## config.mk

```make
export PLATFORM = sky130hd
export DESIGN_NAME = lsu_mem_ctrl
export DESIGN_NICKNAME = d
export VERILOG_FILES = /design/src/rtl/lsu_pkg.sv /design/src/rtl/lsu_lane_align.sv /design/src/rtl/lsu_mem_ctrl.sv
export SDC_FILE = /design/constraint.sdc
export NUM_CORES = 1
export LEC_CHECK = 0
export BUFFER_PORTS_ARGS = -buffer_cell sky130_fd_sc_hd__buf_2
export CAP_MARGIN = 20
export CORE_ASPECT_RATIO = 1.1
export CORE_UTILIZATION = 54
export CTS_CLUSTER_SIZE = 8
export DETAILED_ROUTE_END_ITERATION = 10
export PLACE_DENSITY = 0.78
export SLEW_MARGIN = 5
export SYNTH_ARGS = -nofsm -noshare
export SYNTH_HDL_FRONTEND = slang
export SYNTH_SLANG_ARGS = --single-unit
export TNS_END_PERCENT = 1
```

## constraint.sdc

```tcl
create_clock -name clk -period 3.5 [get_ports clk]
set_input_delay 0.7 -clock clk [delete_from_list [all_inputs] [get_ports clk]]
set_output_delay 0.7 -clock clk [all_outputs]
set_load 0.01 [all_outputs]
```

## src/rtl/lsu_pkg.sv

```systemverilog
// Shared definitions for the load/store unit: funct3 encodings, FSM states
// and access-size decoding.
package lsu_pkg;

    localparam logic [2:0] F3_B  = 3'b000;
    localparam logic [2:0] F3_H  = 3'b001;
    localparam logic [2:0] F3_W  = 3'b010;
    localparam logic [2:0] F3_BU = 3'b100;
    localparam logic [2:0] F3_HU = 3'b101;

    typedef enum logic [1:0] {
        IDLE = 2'd0,
        ACC0 = 2'd1,
        ACC1 = 2'd2,
        RESP = 2'd3
    } lsu_state_t;

    // Access size in bytes; reserved encodings decode as a word but are
    // rejected before any memory access happens.
    function automatic logic [2:0] size_bytes(input logic [2:0] funct3);
        case (funct3[1:0])
            2'b00:   return 3'd1;
            2'b01:   return 3'd2;
            default: return 3'd4;
        endcase
    endfunction

    function automatic logic funct3_legal(input logic we, input logic [2:0] funct3);
        if (we)
            return (funct3 == F3_B) || (funct3 == F3_H) || (funct3 == F3_W);
        else
            return (funct3 == F3_B)  || (funct3 == F3_H)  || (funct3 == F3_W) ||
                   (funct3 == F3_BU) || (funct3 == F3_HU);
    endfunction

endpackage

```

## src/rtl/lsu_lane_align.sv

```systemverilog
// Combinational byte-lane math: lane masks, store-data positioning, split
// and misalignment detection, and load-data extraction with extension.
module lsu_lane_align
    import lsu_pkg::*;
(
    input  logic [2:0]  funct3,
    input  logic [1:0]  off,
    input  logic [31:0] wdata,
    input  logic [31:0] word0,
    input  logic [31:0] word1,
    output logic [7:0]  lanes8,
    output logic [63:0] wide_wdata,
    output logic        split,
    output logic        misalign,
    output logic [31:0] load_data
);

    logic [7:0]  base;
    logic [31:0] rd_word;

    always_comb begin
        case (size_bytes(funct3))
            3'd1:    base = 8'h01;
            3'd2:    base = 8'h03;
            default: base = 8'h0F;
        endcase
        lanes8     = base << off;
        split      = |lanes8[7:4];
        misalign   = ((funct3[1:0] == 2'b01) && off[0]) ||
                     ((funct3[1:0] == 2'b10) && (off != 2'b00));
        wide_wdata = {32'h0, wdata} << {off, 3'b000};
    end

    always_comb begin
        rd_word = 32'({word1, word0} >> {off, 3'b000});
        case (funct3)
            F3_B:    load_data = {{24{rd_word[7]}}, rd_word[7:0]};
            F3_BU:   load_data = {24'h0, rd_word[7:0]};
            F3_H:    load_data = {{16{rd_word[15]}}, rd_word[15:0]};
            F3_HU:   load_data = {16'h0, rd_word[15:0]};
            F3_W:    load_data = rd_word;
            default: load_data = '0;
        endcase
    end

endmodule

```

## src/rtl/lsu_mem_ctrl.sv

```systemverilog
// Load/store sequencer between execute stage and word-addressed data memory;
// splits word-crossing accesses into two memory cycles.
module lsu_mem_ctrl
    import lsu_pkg::*;
#(
    parameter logic ALLOW_MISALIGNED = 1'b1
) (
    input  logic        clk,
    input  logic        rst_n,
    input  logic        req_valid,
    output logic        req_ready,
    input  logic        req_we,
    input  logic [2:0]  req_funct3,
    input  logic [31:0] req_addr,
    input  logic [31:0] req_wdata,
    output logic        rsp_valid,
    output logic [31:0] rsp_rdata,
    output logic        rsp_err,
    output logic        mem_cs,
    output logic        mem_rd_wr,
    output logic [3:0]  mem_mask,
    output logic [31:0] mem_addr,
    output logic [31:0] mem_wdata,
    input  logic [31:0] mem_rdata
);

    lsu_state_t  state_q;
    logic        we_q;
    logic [2:0]  f3_q;
    logic [31:0] addr_q;
    logic [31:0] wdata_q;
    logic [31:0] word0_q;
    logic [31:0] word1_q;
    logic        err_q;

    logic [2:0]  al_f3;
    logic [1:0]  al_off;
    logic [7:0]  lanes8;
    logic [63:0] wide_wdata;
    logic        split;
    logic        misalign;
    logic [31:0] load_data;
    logic        req_bad;

    // One aligner serves both the accept-time checks (live request in IDLE)
    // and the access/response phases (latched request otherwise).
    assign al_f3  = (state_q == IDLE) ? req_funct3     : f3_q;
    assign al_off = (state_q == IDLE) ? req_addr[1:0]  : addr_q[1:0];

    lsu_lane_align u_align (
        .funct3     (al_f3),
        .off        (al_off),
        .wdata      (wdata_q),
        .word0      (word0_q),
        .word1      (word1_q),
        .lanes8     (lanes8),
        .wide_wdata (wide_wdata),
        .split      (split),
        .misalign   (misalign),
        .load_data  (load_data)
    );

    assign req_bad = !funct3_legal(req_we, req_funct3) ||
                     ((ALLOW_MISALIGNED == 1'b0) && misalign);

    always_ff @(posedge clk or negedge rst_n) begin
        if (!rst_n) begin
            state_q <= IDLE;
            we_q    <= 1'b0;
            f3_q    <= '0;
            addr_q  <= '0;
            wdata_q <= '0;
            word0_q <= '0;
            word1_q <= '0;
            err_q   <= 1'b0;
        end else begin
            case (state_q)
                IDLE: begin
                    if (req_valid) begin
                        we_q    <= req_we;
                        f3_q    <= req_funct3;
                        addr_q  <= req_addr;
                        wdata_q <= req_wdata;
                        err_q   <= req_bad;
                        state_q <= req_bad ? RESP : ACC0;
                    end
                end
                ACC0: begin
                    if (!we_q)
                        word0_q <= mem_rdata;
                    state_q <= split ? ACC1 : RESP;
                end
                ACC1: begin
                    if (!we_q)
                        word1_q <= mem_rdata;
                    state_q <= RESP;
                end
                default: state_q <= IDLE;
            endcase
        end
    end

    // Memory strobes decode from registered state only, so they settle well
    // before the memory's negedge write and drop as soon as reset hits.
    always_comb begin
        mem_cs    = 1'b1;
        mem_rd_wr = 1'b1;
        mem_mask  = '0;
        mem_addr  = '0;
        mem_wdata = '0;
        case (state_q)
            ACC0: begin
                mem_cs    = 1'b0;
                mem_rd_wr = ~we_q;
                mem_mask  = we_q ? lanes8[3:0] : 4'b0000;
                mem_addr  = {addr_q[31:2], 2'b00};
                mem_wdata = wide_wdata[31:0];
            end
            ACC1: begin
                mem_cs    = 1'b0;
                mem_rd_wr = ~we_q;
                mem_mask  = we_q ? lanes8[7:4] : 4'b0000;
                mem_addr  = {addr_q[31:2] + 30'd1, 2'b00};
                mem_wdata = wide_wdata[63:32];
            end
            default: ;
        endcase
    end

    assign req_ready = (state_q == IDLE);
    assign rsp_valid = (state_q == RESP);
    assign rsp_err   = (state_q == RESP) && err_q;
    assign rsp_rdata = ((state_q == RESP) && !we_q && !err_q) ? load_data : '0;

endmodule

```

==> out/metrics.csv <==
stage,metric,value,unit
run_status,outcome,completed,
worst_hold_path,Hold WC Path Type,primary input to asynchronous set/reset pin,
place,Port Buf Inserts,205,
clock_network,hold buffers post-CTS,0,
cells_and_area,"Design Area, Final",10130,µm²
clock_network,Root Driver,clkbuf_16,
worst_setup_path,Crit Path Class,flop to primary output,
global_routing,grt total ovfl,0,
global_routing,initial antenna violation count,1,
die,IO Pins,208,
clock_network,TritonCTS clock tree,yes,
yosys,"area leader, netlist",dfrtp_1,
worst_setup_path,FF-to-FF path depth,8,
clock_network,register clock-pin slew on the reported worst setup and hold paths,0.06,ns
place,placed inst area,9353,µm²
yosys,"FFs w/ async S/R, synth",100.0,%
sta,RSZ-0062 raised after global routing,true,
die,Die Ht,130.0,µm
worst_setup_path,Crit path required time,2.80,ns
die,area of the die,15390,µm²
die,Starting Density,55.46,%
worst_setup_path,Reg2Reg Launch Point,state_q[1],
sta,final worst-path cycle share,97.89,%
worst_setup_path,crit path DAT,2.73,ns
sta,Slew Limit Fails,0,
power_and_ir_drop,VDD IR max,0.5034,mV
power_and_ir_drop,PwrDens,1080,nW/µm²
worst_setup_path,startpoint types,flop,
flow_run,maxcap violations,0,
place,Final GP Congestion,0.8500,
sta,"Hold Vio Cnt, Final",0,
worst_setup_path,Max Fanout on Critical Path,12,
routing,DR WL/cell,19.27,µm
worst_setup_path,reg2reg end,state_q[0],
clock_network,htree depth,4,
cells_and_area,"Core Util, Final",69.82,%
clock_network,# clock sinks,127,
clock_network,Max Buffers Root-to-Sink,2,
routing,via density per instance,6.180,
global_routing,first-pass GRT wire length,34990,µm
routing,Detailed Route WL,22490,µm
yosys,mean area per synthesized cell,10.67,µm²
yosys,Synth warnings,0,
routing,via count,7212,
yosys,number of synthesized register bits,127,
clock_network,TritonCTS buffer count,17,
sta,post-route clock skew,0.007516,ns
worst_setup_path,CP Capture Type,primary output,
yosys,"top cells by count, synth","127 x dfrtp_1, 125 x mux2_2, 75 x nand2_1",
cells_and_area,synthesis-to-finish area growth,25.88,%
power_and_ir_drop,leakage power,4.631,nW
yosys,Post-synth EDFFs,0,
sta,slew at the pin closest to its max-slew limit,0.6825,ns
yosys,largest cells by area after synthesis,"dfrtp_1 40%, mux2_2 17%, mux4_2 7.0%, mux2i_1 4.6%, nand2_1 3.5%",
die,core area,14500,µm²
yosys,most common cell in the netlist,dfrtp_1,
routing,DRT iter0 DRCs,590,
cells_and_area,layout cells sized above 1,46.41,%
power_and_ir_drop,"Power, Total",10.94,mW
global_routing,largest net degree at the start of global routing,108,
die,chip width,118.4,µm
routing,Post-DRT Antenna Nets,0,
die,row cnt,46,
place,post-DP HPWL,15220,µm
yosys,top_reg_cell synth,dfrtp_1,
yosys,register area share after synthesis,39.51,%
routing,DRC violation count after routing,0,
sta,final setup fails,0,
global_routing,vias in the first global route,6807,
sta,achievable clock frequency,291.9,MHz
sta,fin crit period,3.426,ns
yosys,Syn Inst Count,754,
clock_network,Skew-Pair Late Insertion Delay,0.43,ns
yosys,Mapped Area,8044,µm²
global_routing,GRT Total Usage,29.20,%
yosys,Synth top area share,39.51,%
cells_and_area,Filler Cells Inserted,1127,
worst_setup_path,worst reg-to-reg setup slack,1.44,ns
cells_and_area,nets,1069,
sta,relative slew slack,54.50,%
routing,DRT Pass-1 Iters,5,
yosys,post-synth cell types,61,
==> cells by family (layout without fill, tap and decap cells) <==
group / Yosys count / in the layout / synth area share [%]
DFF: 127 / 127 / 39.51
other: 1 / 3 / 0.04662
AOI/OAI and AO/OA: 163 / 163 / 13.89
and+or+nand+nor: 197 / 199 / 11.49
buffers and inverters: 69 / 286 / 3.826
adders and majority gates: 5 / 5 / 0.7777
muxes: 192 / 192 / 30.46
==> per-layer routing <==
metal	global-route usage, %	part of all wire, %	wire (µm)
met5	0	0	0
met2	48.13	49	10990
met1	38.66	42	9338
met3	5.813	7.3	1640
met4	10.72	2.3	525
==> critical path, stage by stage, from the launching register on <==
cell and delay (ns):
dfrtp_1 0.41, inv_2 0.11, ha_4 0.23, buf_6 0.16, mux2i_4 0.36, buf_12 0.21
mux4_2 0.52, nor2b_1 0.15, buf_2 0.14
==> area by class of cell <==
class	count	area [µm²]	area share, %
clock buffer	17	425.4	4.201
timing repair buffer	243	1389	13.72
sequential	127	3178	31.39
multi-input combinational	561	4683	46.25
clock inverter	15	166.4	1.643
antenna	1	2.502	0.02471
inverter	11	41.29	0.4078
tap	192	240.2	2.372
==> report_power, final <==
group | internal, mW | switching (mW) | total, mW
logic | 3.05 | 3.07 | 6.12
clock network | 0.957 | 0.774 | 1.73
registers | 2.24 | 0.850 | 3.09
==> cell usage in the layout, fill, tap and decap left out, drive strengths merged, types with 5 or more instances in the layout <==
| cell | Yosys | routed |
|---|---|---|
| a21oi | 40 | 40 |
| a22oi | 17 | 17 |
| a31oi | 12 | 12 |
| and3 | 15 | 15 |
| buf | 22 | 242 |
| clkbuf | 36 | 18 |
| clkinv | 0 | 6 |
| dfrtp | 127 | 127 |
| ha | 5 | 5 |
| inv | 11 | 20 |
| mux2 | 127 | 127 |
| mux2i | 37 | 37 |
| mux4 | 28 | 28 |
| nand2 | 75 | 75 |
| nand3 | 19 | 19 |
| nand4 | 10 | 10 |
| nor2 | 42 | 42 |
| nor2b | 10 | 10 |
| nor3 | 8 | 8 |
| o211ai | 5 | 5 |
| o21ai | 32 | 32 |
| o22a | 9 | 9 |
| o2bb2ai | 16 | 16 |
==> registers in the layout, summed over array words and instances, names as in the netlist <==
| signal | count |
|---|---|
| addr_q | 32 |
| f3_q | 3 |
| wdata_q | 32 |
| word0_q | 32 |
| word1_q | 24 |
| we_q | 1 |
| state_q | 2 |
| err_q | 1 |
==> per-stage QoR <==
step | worst slack (ns) | setup TNS, ns | std cells | hold slack, ns
4_1_cts | 0.0003271 | 0 | 1159 | 0.1600
6_report | 0.07380 | 0 | 1167 | 0.1514
2_1_floorplan | 0.3685 | 0 | 755 | 0.4044
3_3_place_gp | 0.1891 | 0 | 1124 | 0.4863
5_1_grt | -0.02578 | -0.1684 | 1167 | 0.1670
3_5_place_dp | 0.06606 | 0 | 1124 | 0.4916
==> worst max path at each step <==
stage / start / to / slack (ns) / cells after the start
after floorplan: state_q[0] / rsp_rdata[20] / 0.37 / 10
after global placement: state_q[0] / rsp_rdata[22] / 0.19 / 8
after detailed placement: state_q[0] / rsp_rdata[14] / 0.07 / 8
after CTS: state_q[0] / rsp_rdata[25] / 0.0003 / 9
after global routing: state_q[1] / rsp_rdata[25] / -0.03 / 9
final: state_q[1] / rsp_rdata[6] / 0.07 / 8
==> repair_timing <==
action	CTS	global route
pin swaps	0	4
cloned	0	3
setup buffers	3	4
gates resized for setup	9	10
endpoints found under the setup margin	63	51
(Power assumes the default switching activity.)
